**src/rtl/regfile_pkg.sv**
```systemverilog
// rtl/regfile_pkg.sv - shared defaults and dump FSM state type for regfile_dump
package regfile_pkg;

    localparam int DEFAULT_ADDRESS_WIDTH = 5;
    localparam int DEFAULT_DATA_WIDTH    = 32;

    typedef enum logic [1:0] {
        ST_IDLE = 2'd0,
        ST_LOAD = 2'd1,
        ST_SEND = 2'd2,
        ST_FIN  = 2'd3
    } dump_state_e;

endpackage

```
**src/rtl/regfile_dump.sv**
```systemverilog
// rtl/regfile_dump.sv - streams a register-file address range out as valid/ready beats
// Optional: REGFILE_DUMP_SKIP_ZERO_EN suppresses the beat for register 0.
module regfile_dump
    import regfile_pkg::*;
#(
    parameter int ADDRESS_WIDTH = DEFAULT_ADDRESS_WIDTH,
    parameter int DATA_WIDTH    = DEFAULT_DATA_WIDTH
) (
    input  logic                     clk,
    input  logic                     rst_n,
    input  logic                     start,
    input  logic [ADDRESS_WIDTH-1:0] first_addr,
    input  logic [ADDRESS_WIDTH-1:0] last_addr,
    output logic [ADDRESS_WIDTH-1:0] rd_addr,
    input  logic [DATA_WIDTH-1:0]    rd_data,
    output logic                     out_valid,
    input  logic                     out_ready,
    output logic [DATA_WIDTH-1:0]    out_data,
    output logic [ADDRESS_WIDTH-1:0] out_addr,
    output logic                     out_last,
    output logic                     busy,
    output logic                     done,
    output logic                     range_err
);

    localparam logic [ADDRESS_WIDTH-1:0] ONE = ADDRESS_WIDTH'(1);

    dump_state_e              state_q, state_d;
    logic [ADDRESS_WIDTH-1:0] cnt_q, cnt_d;
    logic [ADDRESS_WIDTH-1:0] last_q, last_d;
    logic [DATA_WIDTH-1:0]    out_data_q, out_data_d;
    logic [ADDRESS_WIDTH-1:0] out_addr_q, out_addr_d;
    logic                     out_last_q, out_last_d;
    logic                     range_err_q, range_err_d;

    logic at_end;
    logic skip_zero;

    assign at_end = (cnt_q == last_q);

`ifdef REGFILE_DUMP_SKIP_ZERO_EN
    assign skip_zero = (cnt_q == '0);
`else
    assign skip_zero = 1'b0;
`endif

    always_ff @(posedge clk or negedge rst_n) begin
        if (!rst_n) begin
            state_q     <= ST_IDLE;
            cnt_q       <= '0;
            last_q      <= '0;
            out_data_q  <= '0;
            out_addr_q  <= '0;
            out_last_q  <= 1'b0;
            range_err_q <= 1'b0;
        end else begin
            state_q     <= state_d;
            cnt_q       <= cnt_d;
            last_q      <= last_d;
            out_data_q  <= out_data_d;
            out_addr_q  <= out_addr_d;
            out_last_q  <= out_last_d;
            range_err_q <= range_err_d;
        end
    end

    always_comb begin
        state_d = state_q;
        case (state_q)
            ST_IDLE: begin
                if (start) state_d = (first_addr > last_addr) ? ST_FIN : ST_LOAD;
            end
            ST_LOAD: begin
                if (skip_zero) state_d = at_end ? ST_FIN : ST_LOAD;
                else           state_d = ST_SEND;
            end
            ST_SEND: begin
                if (out_ready) state_d = at_end ? ST_FIN : ST_LOAD;
            end
            default: state_d = ST_IDLE;
        endcase
    end

    // Counter only advances while below last_q, so it can never wrap past the top address.
    always_comb begin
        cnt_d       = cnt_q;
        last_d      = last_q;
        out_data_d  = out_data_q;
        out_addr_d  = out_addr_q;
        out_last_d  = out_last_q;
        range_err_d = 1'b0;
        case (state_q)
            ST_IDLE: begin
                if (start) begin
                    cnt_d       = first_addr;
                    last_d      = last_addr;
                    range_err_d = (first_addr > last_addr);
                end
            end
            ST_LOAD: begin
                if (skip_zero) begin
                    if (!at_end) cnt_d = cnt_q + ONE;
                end else begin
                    out_data_d = rd_data;
                    out_addr_d = cnt_q;
                    out_last_d = at_end;
                end
            end
            ST_SEND: begin
                if (out_ready && !at_end) cnt_d = cnt_q + ONE;
            end
            default: begin
                range_err_d = 1'b0;
            end
        endcase
    end

    always_comb begin
        out_valid = (state_q == ST_SEND);
        busy      = (state_q != ST_IDLE);
        done      = (state_q == ST_FIN);
        range_err = range_err_q;
        rd_addr   = cnt_q;
        out_data  = out_data_q;
        out_addr  = out_addr_q;
        out_last  = out_last_q;
    end

endmodule
```
**config.mk**
```make
export PLATFORM = sky130hd
export DESIGN_NAME = regfile_dump
export DESIGN_NICKNAME = d
export VERILOG_FILES = /design/src/rtl/regfile_pkg.sv /design/src/rtl/regfile_dump.sv
export SDC_FILE = /design/constraint.sdc
export NUM_CORES = 1
export LEC_CHECK = 0
export ABC_AREA = 0
export BUFFER_PORTS_ARGS = -buffer_cell sky130_fd_sc_hd__buf_2
export CAP_MARGIN = 30
export CELL_PAD_IN_SITES_DETAIL_PLACEMENT = 0
export CELL_PAD_IN_SITES_GLOBAL_PLACEMENT = 1
export CORE_AREA = 5 5 82 84
export CTS_CLUSTER_SIZE = 20
export DETAILED_ROUTE_END_ITERATION = 8
export DIE_AREA = 0 0 87 89
export GPL_TIMING_DRIVEN = 0
export PLACE_DENSITY_LB_ADDON = 0.1
export RECOVER_POWER = 50
export SETUP_SLACK_MARGIN = 0.5
export SLEW_MARGIN = 20
export SYNTH_ARGS = -nofsm -noshare
export SYNTH_HDL_FRONTEND = slang
export SYNTH_SLANG_ARGS = --single-unit
```
**constraint.sdc**
```tcl
create_clock -name clk -period 2.5 [get_ports clk]
set_clock_uncertainty 0.15 [all_clocks]
set_input_delay 0.25 -clock clk [delete_from_list [all_inputs] [get_ports clk]]
set_output_delay 0.25 -clock clk [all_outputs]
set_load 0.01 [all_outputs]
```
==> reports/metrics.yaml <==
clocking:
  clock_sinks: 51
  cts_tree: "built"
  cts.hold.buffers_added: 8
  clockBufferDepth: 2
  numCtsBuffers: 5
  htree_levels: 2
  cts-root-buf: "clkbuf_8"
  clock_latency_ns: 0.30
  post-cts-setup-buffers: 0
  ctsResizeCount: 0
  clk_pin_slew_ns: 0.09
timing:
  hold_viol: 0
  setup_ws_ns: 0.664
  setup_tns_ns: 0
  period_minus_slack_ns: 1.84
  timing.final.crit_share_pct: 73.5
  timing.slew.headroom_pct: 16.6
  setup_viol: 0
  max_freq_mhz: 545
  finalMaxSlewViolations: 0
  worst_pin_slew_ns: 1.25
  rsz0062_at_grt: "false"
pwr:
  ir_worst_vdd_mv: 0.408
  power_density_nw_per_um2: 1230
  leakagePower_uw: 0.00142
floorplanning:
  start_util_pct: 38.3
  num_io_pins: 93
  dieArea_sq_um: 7740
  die_h_microns: 89
  die_x_microns: 87
  core_sq_um: 5850
  rows: 28
synth:
  syn_area_per_cell_sq_um: 12.7
  synth-edff-count: 0
  ys_seq_elements: 51
  ys_warn_count: 0
  synth_seq_area_share_pct: 56.9
  synth_flop_cell: "dfrtp_1"
  synth_commonest_cells: "51 x dfrtp_1, 38 x mux2_1, 12 x nand2_1, 10 x inv_1, 7 x o21ai_1"
  yosysMostFrequentCell: "dfrtp_1"
  netlist_instances: 176
  synth_top_area_share_pct: 56.9
  async_flop_share_pct: 100
  synthesis.nets: 228
  ys_types: 31
  synth_area_sq_um: 2240
  yosys-top-cells-area: "dfrtp_1 57%, mux2_1 19%, ha_1 3.3%, nand2_1 2.0%, inv_1 1.7%"
  yosys.area.top_type: "dfrtp_1"
grt:
  grt_usage_pct: 13.5
  grt_first_pass_wirelength_microns: 8200
  grt_antenna_before_repair: 0
  grt_pass1_vias: 1730
  grt_start_max_net_pins: 52
  grt_overflow: 0
placed_design:
  portBuffers: 92
  dp_slack_ns: 0.661
  gp_congestion: 0.758
  dp_hpwl_microns: 3830
detailed_routing:
  drtIter0Drc: 31
  ant_nets: 0
  vias_per_cell: 4.65
  routedWlPerCell_microns: 13.9
  drc: 0
  dr.pass1.iters: 2
  wl_microns: 5060
  num_vias: 1688
finish:
  syn_to_final_growth_pct: 33.4
  num_antenna_cells: 0
  fin_nets: 339
  drive_above_1_share_pct: 30.2
worst_setup_path:
  cp.arrival_ns: 1.88
  crit_required_ns: 2.54
  path_cells: "buf_2 > xnor2_1 > nand3_1 > o21a_4 > mux2_4"
  cp_slowest_cell: "dfrtp_1"
  crit_path_max_incr_delay_ns: 0.38
  critPathKind: "reg2reg"
  cp-start-kind: "register"
  critPathMaxFanout: 7
  end_kind: "register"
worst_hold_path:
  holdCritPathClass: "in2reg"
outcome:
  status: "finished, final reports clean"
run:
  max_cap_viol_count: 0
[cell type report]
| cell class | instances | area [sq um] |
|---|---|---|
| Fill cell | 562 | 2860 |
| Sequential cell | 51 | 1280 |
| Multi-Input combinational cell | 108 | 895 |
| Timing Repair Buffer | 104 | 552 |
| Clock buffer | 7 | 96.3 |
| Tap cell | 75 | 93.8 |
| Inverter | 11 | 41.3 |
| Buffer | 6 | 30.0 |
| Clock inverter | 1 | 7.51 |
[worst max-delay path, delay by kind of cell, from the launching register on]
family | cells | cell delay [ns]
flip-flops | 1 | 0.38
AO/OA/AOI/OAI | 1 | 0.31
multiplexers | 1 | 0.29
AND/OR/NAND/NOR | 1 | 0.23
XOR/XNOR | 1 | 0.19
buffers and inverters | 1 | 0.17
[sequential cells by signal (all words and copies together), names as in the netlist]
name / count
last_q: 5
state_q: 2
out_addr: 5
out_data: 32
out_last: 1
rd_addr: 5
range_err: 1
[final timing paths]
path                              start  cells after the start  slack (ns)      endpoint
setup / recovery             rd_addr[2]                      5        0.66    rd_addr[1]
setup reg to reg             rd_addr[2]                      5        0.66    rd_addr[1]
hold / removal              rd_data[13]                      2        0.01  out_data[13]
max in group asynchronous         rst_n                      2        0.85   out_data[3]
min in group asynchronous         rst_n                      2        0.59  out_data[22]
hold reg to reg            out_data[16]                      1        0.33  out_data[16]
[report_power, final]
| part | switching (uW) | total [uW] | internal [uW] |
|---|---|---|---|
| Clock | 267 | 519 | 252 |
| Combinational | 906 | 1670 | 760 |
| Sequential | 248 | 1490 | 1240 |
| Total | 1420 | 3680 | 2260 |
[per-stage QoR]
stage	instance area, sq um	power [uW]	util, %	std cells	hold WS, ns
2_1_floorplan	2240	2570	-	176	-0.196
3_3_place_gp	2800	3230	47.8	343	0.312
3_5_place_dp	2800	3250	47.8	343	0.174
4_1_cts	2980	3790	51.0	359	0.000298
5_1_grt	2990	4000	51.1	363	0.000661
6_report	2990	3680	51.1	363	0.0122
[logic make-up after synthesis]
logic type	synth area share, %
AO/OA/AOI/OAI	8.26
XOR/XNOR	1.95
adder cells (fa/ha/maj)	3.35
buffers and inverters	3.18
flip-flops	56.9
multiplexers	19.8
AND/OR/NAND/NOR	6.59
[layer usage]
layer  routed length (microns)  part of all wire, %  GRT usage, %  vias to the layer above
li1                          -                    -             -                      838
met1                      2230                   44          17.4                      792
met2                      2410                   48          22.4                       52
met3                       370                  7.3          3.87                        6
met4                        51                  1.0          3.40                        0
met5                         0                    0             0                        -
[placed cells by master (no fill, tap or decap), drive strengths merged]
| cell | n |
|---|---|
| mux2 | 39 |
| buf | 74 |
| xor2 | 2 |
| xnor2 | 3 |
| o2bb2ai | 1 |
| and2 | 1 |
| o21ai | 7 |
| clkbuf | 31 |
| nor3 | 2 |
| or3b | 1 |
| nand4 | 1 |
| nand2b | 3 |
| a211o | 1 |
| o2111ai | 2 |
| a311oi | 1 |
| o21a | 1 |
| a211oi | 2 |
| nand2 | 12 |
| dlygate4sd3 | 12 |
| nor2 | 4 |
| dfrtp | 51 |
| a21oi | 7 |
| o211ai | 3 |
| o22ai | 1 |
| o221ai | 1 |
| inv | 11 |
| nand3 | 5 |
| and3 | 1 |
| clkinvlp | 1 |
| ha | 6 |
| nor2b | 1 |
(Power assumes the default switching activity.)
